$ cat src/rtl/professor_scheduler.sv
// Game-minute timer that periodically requests a professor visit (quiz).
// Define PROF_RANDOM_GAP_EN to add an LFSR-driven random extra gap.
module professor_scheduler #(
    parameter int TICKS_PER_MIN = 100000000,
    parameter int MIN_GAP       = 4,
    parameter int MAX_TIME      = 120
) (
    input  logic       Clk,
    input  logic       Reset,
    input  logic       Start,
    input  logic       Halt,
    input  logic       Quiz,
    output logic [7:0] minutes,
    output logic       professor,
    output logic [3:0] quiz_cnt,
    output logic       time_up
);

    localparam int TW = (TICKS_PER_MIN > 2) ? $clog2(TICKS_PER_MIN) : 1;
    localparam logic [TW-1:0] TICK_LAST = TW'(TICKS_PER_MIN - 1);
    localparam logic [7:0] GAP_INIT = 8'(MIN_GAP);
    localparam logic [8:0] MAX_T = 9'(MAX_TIME);

    localparam logic [2:0] STOP   = 3'd0;
    localparam logic [2:0] COUNT  = 3'd1;
    localparam logic [2:0] VISIT  = 3'd2;
    localparam logic [2:0] INQUIZ = 3'd3;
    localparam logic [2:0] HALTED = 3'd4;

    logic [2:0]    state;
    logic [TW-1:0] tick;
    logic [7:0]    gap;
    logic [7:0]    reload;
    logic          wrap;
    logic          active;

`ifdef PROF_RANDOM_GAP_EN
    logic [7:0] lfsr;

    // Fibonacci taps 8,6,5,4; free-runs whenever out of reset
    always_ff @(posedge Clk) begin
        if (!Reset) begin
            lfsr <= 8'hA5;
        end else begin
            lfsr <= {lfsr[6:0], lfsr[7] ^ lfsr[5] ^ lfsr[4] ^ lfsr[3]};
        end
    end

    assign reload = GAP_INIT + {4'd0, lfsr[3:0]};
`else
    assign reload = GAP_INIT + 8'd8;
`endif

    assign wrap    = (tick == TICK_LAST);
    assign active  = (state == COUNT) || (state == VISIT) || (state == INQUIZ);
    assign time_up = ({1'b0, minutes} >= MAX_T);

    always_ff @(posedge Clk) begin
        if (!Reset) begin
            state     <= STOP;
            minutes   <= 8'd0;
            quiz_cnt  <= 4'd0;
            professor <= 1'b0;
            tick      <= '0;
            gap       <= GAP_INIT;
        end else if (Start) begin
            state     <= COUNT;
            minutes   <= 8'd0;
            quiz_cnt  <= 4'd0;
            professor <= 1'b0;
            tick      <= '0;
            gap       <= reload;
        end else if (active && Halt) begin
            // Halt freezes everything, including a wrap due this cycle
            state     <= HALTED;
            professor <= 1'b0;
        end else if (active) begin
            tick <= wrap ? '0 : tick + 1'b1;
            if (wrap && minutes != 8'hFF) begin
                minutes <= minutes + 8'd1;
            end
            case (state)
                COUNT: begin
                    if (wrap) begin
                        gap <= gap - 8'd1;
                        if (gap == 8'd1) begin
                            state     <= VISIT;
                            professor <= 1'b1;
                        end
                    end
                end
                VISIT: begin
                    if (Quiz) begin
                        state     <= INQUIZ;
                        professor <= 1'b0;
                        if (quiz_cnt != 4'hF) begin
                            quiz_cnt <= quiz_cnt + 4'd1;
                        end
                    end
                end
                INQUIZ: begin
                    professor <= 1'b0;
                    if (!Quiz) begin
                        state <= COUNT;
                        gap   <= reload;
                    end
                end
                default: begin
                    state <= STOP;
                end
            endcase
        end
    end

endmodule
$ cat config.mk
export PLATFORM = sky130hd
export DESIGN_NAME = professor_scheduler
export DESIGN_NICKNAME = d
export VERILOG_FILES = /design/src/rtl/professor_scheduler.sv
export SDC_FILE = /design/constraint.sdc
export NUM_CORES = 1
export LEC_CHECK = 0
export BUFFER_PORTS_ARGS = -buffer_cell sky130_fd_sc_hd__buf_4
export CAP_MARGIN = 20
export CORE_MARGIN = 5
export CORE_UTILIZATION = 40
export CTS_CLUSTER_SIZE = 24
export DETAILED_ROUTE_END_ITERATION = 6
export PLACE_DENSITY = 0.66
export SETUP_SLACK_MARGIN = 0.1
export SYNTH_ARGS = -nofsm -noshare
export SYNTH_HDL_FRONTEND = slang
export SYNTH_SLANG_ARGS = --single-unit
$ cat constraint.sdc
create_clock -name Clk -period 2 [get_ports Clk]
set_input_delay 0.2 -clock Clk [delete_from_list [all_inputs] [get_ports Clk]]
set_output_delay 0.2 -clock Clk [all_outputs]
set_load 0.05 [all_outputs]
==> metrics.md, run 1 <==
| Metric | Value |
|---|---|
| Outcome | `finished clean` |
| Top-Level Pins | `19` |
| Setup WS post-layout | `77.9 ps` |
| Row count | `29` |
| DR vias | `2574` |
| Initial antenna violation count | `0` |
| Headroom to the max-slew limit | `0.741` |
| Crit start category | `flop` |
| Final instance count without filler cells | `461` |
| Max-slew violations | `0` |
| Commonest non-fill, non-tap cell in the layout | `buf_4` |
| Worst Setup SP | `state[2]` |
| Compound-Gate Fraction of Synth Area | `0.117` |
| Post-synth EDFFs | `0` |
| Routed len/inst | `14.3 um` |
| CP max FO | `5` |
| Final period util | `0.961` |
| Core Area | `6390 um2` |
| Ys Warns | `0` |
| FF-to-FF path depth | `4` |
| Critical Path AT | `2170 ps` |
| Max Clk Rate | `520 MHz` |
| Global-route wire length before repair | `11000 um` |
| Largest net degree at the start of global routing | `27` |
| Setup CP Type | `reg2reg` |
| Area grow syn2layout | `34.6%` |
| Initial DRC count | `162` |
| Worst hold slack | `106 ps` |
| Synth Area in XOR/XNOR | `0.0726` |
| WP data required | `2250 ps` |
| Met1 usage | `0.203` |
| Final-report hold violation count | `0` |
| Dpl cells | `445` |
| Cts-stage hold buffer count | `0` |
| Dpl ws | `-14.5 ps` |
| Total Routing Usage GR | `0.154` |
| Nets | `395` |
| End point of the critical path | `tick[17]` |
| Layout cell share with drive strength beyond 1 | `0.354` |
| Least-Margin Pin Slew | `387 ps` |
| Syn nets | `332` |
| Simple logic cell fraction of the synthesized area | `0.341` |
| Die Span Y | `91.5 um` |
| Post-synth top area cell | `dfxtp_1` |
| Top cells by area, synth | `dfxtp_1 38%, nor2_1 5.8%, xnor2_1 4.9%` |
| Syn_area_per_cell | `8.27 um2` |
| Vias in the first global route | `2465` |
| Worst Clk Skew | `12.4 ps` |
| Distinct cells, synth | `48` |
| Min-delay worst type | `in2reg` |
| Die area | `8370 um2` |
| Commonest cells after routing, fill and taps aside | `64 x buf_4, 40 x nor2_1, 34 x dfxtp_1, 21 x nand2_1, 17 x nand3_1` |
| Syn Inst Count | `321` |
| RSZ-0062 raised after global routing | `yes` |
| Final critical-path required period | `1920 ps` |
| DRT Pass-1 Iters | `5` |
| Post-synth top flop | `dfxtp_1` |
| Clock Pin Slew Worst Setup and Hold Paths | `100 ps` |
| DR DRC count | `0` |
| H-tree depth | `2` |
| Worst VDD drop | `445 uV` |
| Met2 usage | `0.258` |
| Post-DRT Antenna Nets | `0` |
| Share of flip-flops with an asynchronous set or reset | `0` |
| Post-route setup TNS | `0 ps` |
| CTS sink cnt | `51` |
| Die extent in x | `91.5 um` |
| CP Capture Type | `flop` |
| Reg-to-Reg End | `tick[17]` |
| Clock root buffer | `clkbuf_8` |
| CTS max path bufs | `2` |
| N_diodes | `0` |
| CTS Buf Count | `5` |
| Setup violators final | `0` |
| Post-synthesis instance area | `2660 um2` |
| Clock Latency Late Sink | `310 ps` |
| Critical R2R Launch | `state[2]` |
| Power Dens Cells | `511 nW/um2` |
| Largest family of logic cells by synthesized area | `simple AND/OR/NAND/NOR gates` |
| Leak | `1.25 nW` |
| GRT Max-Usage Layer | `met2` |
| GR Overflow Total | `0` |
| Post-synthesis sequential area ratio | `0.385` |
| Via-per-instance ratio | `5.58` |
| Routed WL | `6610 um` |
| Post-DP HPWL | `4540 um` |
| Buffers added on ports | `18` |
| GPL Wtd Cong | `0.857` |
| Met3 usage | `0.0281` |
| Post-synth top area share | `0.385` |
| Starting Density | `0.416` |
| Mux contribution to synthesized area | `0.0151` |
| Seq cells post-synth | `51` |
| CTS tree | `done` |
| Post-synthesis adder-cell area fraction | `0.0283` |
| Max-Cap Viols | `0` |
| R2R setup slack | `80 ps` |
## report_power, final
| group | internal (mW) | switching [mW] |
|---|---|---|
| sequential | 1.02 | 0.00682 |
| clock | 0.366 | 0.351 |
| combinational | 0.0369 | 0.0499 |
## per-layer routing
metal | vias to the layer above | share of wire
met5 | - | 0
met2 | 30 | 0.49
li1 | 1288 | -
met3 | 10 | 0.022
met1 | 1246 | 0.48
met4 | 0 | 0.013
## Yosys cell counts, drive strengths merged (5+ instances only)
cell,n
a21oi,19
and3,6
buf,8
clkbuf,5
dfxtp,51
ha,6
inv,9
nand2,22
nand3,21
nand4,10
nor2,41
nor3,13
nor4,8
o21ai,14
or3,9
xnor2,15
xor2,7
## area by class of cell
class | instances | area [um2]
repair buffers | 68 | 534
well taps | 77 | 96.3
flip-flops and latches | 51 | 1040
fillers | 583 | 2810
clock inverters | 2 | 37.5
multi-input cells | 249 | 1760
inverters | 9 | 33.8
clock buffers | 5 | 68.8
## worst min-delay path by stage
stage	start	endpoint	slack [ps]	cells past startpoint
floorplan	Start	state[0]	300	2
global placement	Reset	state[0]	420	3
detailed placement	Reset	state[0]	430	3
CTS	Reset	state[0]	100	3
global route	Reset	state[0]	110	3
finish	Reset	state[0]	110	3
## repair_timing
| item | CTS | global route |
|---|---|---|
| pin swaps | 8 | 16 |
| cloned | 1 | 0 |
| buffers inserted | 3 | 5 |
| resized for setup | 9 | 53 |
| setup endpoints to repair | 16 | 26 |
## state kept, by name, summed over array words and instances, names as in the netlist
signal and flops:
tick 27, gap 8, minutes 8, quiz_cnt 4, state 3, professor 1
## logic make-up (layout without fill, tap and decap cells)
family | Yosys count | in the layout
muxes | 4 | 4
adders and majority gates | 6 | 6
DFF | 51 | 51
xor gates and xnor gates | 22 | 22
buffers and inverters | 22 | 84
and+or+nand+nor | 165 | 166
AOI/OAI and AO/OA | 51 | 51
## stage by stage
| stage | power (mW) | util | cell area, um2 |
|---|---|---|---|
| floorplan | 1.09 | - | 2700 |
| detailed placement | 1.13 | 0.497 | 3170 |
| finish | 1.83 | 0.560 | 3570 |
| CTS | 1.84 | 0.523 | 3340 |
| global route | 1.89 | 0.560 | 3570 |
| global placement | 1.12 | 0.497 | 3170 |
## worst max-delay path: stages, from the launching register on
cell,delay [ps]
dfxtp_2,340
or2_4,280
or4b_4,590
or4_4,520
a21oi_2,140
(Power assumes the default switching activity.)
==> inputs of run 2 (changes only) <==
--- a/config.mk
+++ b/config.mk
@@ -11,7 +11,7 @@
 export CORE_UTILIZATION = 40
 export CTS_CLUSTER_SIZE = 24
 export DETAILED_ROUTE_END_ITERATION = 6
-export PLACE_DENSITY = 0.66
+export PLACE_DENSITY = 0.64
 export SETUP_SLACK_MARGIN = 0.1
 export SYNTH_ARGS = -nofsm -noshare
 export SYNTH_HDL_FRONTEND = slang
==> constraint.sdc (replaced) <==
create_clock -name Clk -period 2.3 [get_ports Clk]
set_input_delay 0.23 -clock Clk [delete_from_list [all_inputs] [get_ports Clk]]
set_output_delay 0.23 -clock Clk [all_outputs]
set_load 0.05 [all_outputs]
==> run 2 against run 1 <==
  * Maximum frequency shrank 6.3%
  * Clock skew shrank 5.3 ps
  * Non-clock buffer count shrank 39
  * Register-to-register slack gained 170 ps
  * Sequential cell count is the same
  * Largest cell class unchanged
  * Highest routed layer unchanged
==> metrics.md, run 2 (synthesized netlist as in run 1, its figures left out) <==
| Metric | Value |
|---|---|
| Final-report hold violation count | `0 (unchanged)` |
| Worst hold slack | `144 ps (+37.9 ps)` |
| DR vias | `2334 (-9.3%)` |
| Initial antenna violation count | `0 (unchanged)` |
| Register bank with the most flops | `tick` |
| Commonest non-fill, non-tap cell in the layout | `dfxtp_1` |
| Initial DRC count | `83 (-49%)` |
| N_diodes | `0 (unchanged)` |
| GR Overflow Total | `0 (unchanged)` |
| Post-DP HPWL | `4130 um (-9.1%)` |
| Hold depth | `3 (unchanged)` |
| Power Dens Cells | `485 nW/um2 (-5.1%)` |
| WP data required | `2530 ps (+280 ps)` |
| H-tree depth | `2 (unchanged)` |
| Buffers added on ports | `18 (unchanged)` |
| Post-Layout Inst Area | `3000 um2 (-16%)` |
| Routed WL | `5640 um (-15%)` |
| Row count | `29 (unchanged)` |
| Top flop regs | `tick x27, gap x8, minutes x8` |
| Max-slew violations | `0 (unchanged)` |
| Die Span Y | `91.5 um (unchanged)` |
| DR DRC count | `0 (unchanged)` |
| Max Clk Rate | `488 MHz (-6.3%)` |
| RSZ-0062 raised after global routing | `yes` |
| CP max FO | `8 (+3)` |
| Total Routing Usage GR | `0.140 (-0.0138)` |
| Final period util | `0.892 (-0.0695)` |
| Outcome | `finished clean` |
| Area after DPL | `2890 um2 (-9.0%)` |
| Area grow syn2layout | `12.8%` |
| Starting Density | `0.416 (unchanged)` |
| DRT Pass-1 Iters | `4 (-1)` |
| Clock Latency Late Sink | `300 ps (about the same)` |
| Max-Cap Viols | `0 (unchanged)` |
| # fillers | `645 (+11%)` |
| Nets | `355 (-10%)` |
| Die extent in x | `91.5 um (unchanged)` |
| CTS Buf Count | `5 (unchanged)` |
| Least-Margin Pin Slew | `536 ps (+149 ps)` |
| Final core utilization | `0.469 (-0.0907)` |
| FF-to-FF path depth | `6 (+2)` |
| Layout cell share with drive strength beyond 1 | `0.139 (-0.215)` |
| Worst Clk Skew | `7.12 ps (-5.26 ps)` |
| Clock Pin Slew Worst Setup and Hold Paths | `90 ps (about the same)` |
| Power Total | `1.45 mW (-20%)` |
| CTS sink cnt | `51 (unchanged)` |
| Via-per-instance ratio | `5.53 (-0.94%)` |
| Clock root buffer | `clkbuf_8` |
| Vias in the first global route | `2196 (-11%)` |
| Global-route wire length before repair | `9940 um (-9.8%)` |
| Max reg flops | `27 (unchanged)` |
| Leak | `0.993 nW (-21%)` |
| Top-Level Pins | `19 (unchanged)` |
| Commonest cells after routing, fill and taps aside | `50 x dfxtp_1, 41 x nor2_1, 28 x buf_4, 22 x nand2_1, 21 x nand3_1` |
| CTS tree | `done` |
| Setup CP Type | `reg2reg` |
| Min-delay worst type | `in2reg` |
| Worst VDD drop | `224 uV (-50%)` |
| Routed len/inst | `13.4 um (-6.9%)` |
| GPL Wtd Cong | `0.837 (-2.4%)` |
| Post-route setup TNS | `0 ps (unchanged)` |
| Setup violators final | `0 (unchanged)` |
| Crit start category | `flop` |
| Storage element area | `1020 um2 (-2.2%)` |
| CTS max path bufs | `2 (unchanged)` |
| Final critical-path required period | `2050 ps (+129 ps)` |
| Cts-stage hold buffer count | `0 (unchanged)` |
| Post-DRT Antenna Nets | `0 (unchanged)` |
| Headroom to the max-slew limit | `0.639 (-0.102)` |
| Core Area | `6390 um2 (unchanged)` |
| CP Capture Type | `flop` |
| Die area | `8370 um2 (unchanged)` |
| Critical Path AT | `2280 ps (+110 ps)` |
| Largest net degree at the start of global routing | `27 (unchanged)` |
| Area of the multi-input gates | `1530 um2 (-13%)` |
run 2: power breakdown:
part	internal, mW	switching, mW	total [mW]
Combinational	0.0229	0.0353	0.0582
Sequential	0.886	0.00528	0.891
Clock	0.213	0.291	0.504
run 2: path summary, 6_finish.rpt:
kind | startpoint | to | slack (ps)
min | Reset | state[0] | 140
min reg2reg | gap[6] | gap[6] | 470
max reg2reg | tick[0] | gap[6] | 250
max | tick[0] | gap[6] | 250
run 2: worst max-delay path, cell delays in order, from the launching register on:
cell and delay [ps]:
dfxtp_1 380, ha_1 170, and3_1 210, nand3_1 120
o31a_1 410, or4b_1 530, a21oi_1 150
run 2: stage by stage:
stage / setup WS (ps) / std cells
after global placement: 295 / 412
after detailed placement: 213 / 412
final: 249 / 422
after CTS: 178 / 420
after global routing: 94.5 / 422
after floorplan: 329 / 321
run 2: final cells by class:
type | instances | share of cell area
sequential | 51 | 0.341
multi-input combinational | 248 | 0.510
tap | 77 | 0.0322
timing repair buffer | 29 | 0.0769
clock buffer | 6 | 0.0242
clock inverter | 2 | 0.00418
inverter | 9 | 0.0113
run 2: routing by layer:
metal,GRT usage,part of all wire
met5,0,0
met2,0.220,0.45
met1,0.189,0.50
met3,0.0256,0.028
met4,0.0562,0.020
run 2: timing repair:
action	CTS	global route
resized for setup	0	2
setup buffers	0	2
setup endpoints to repair	0	3
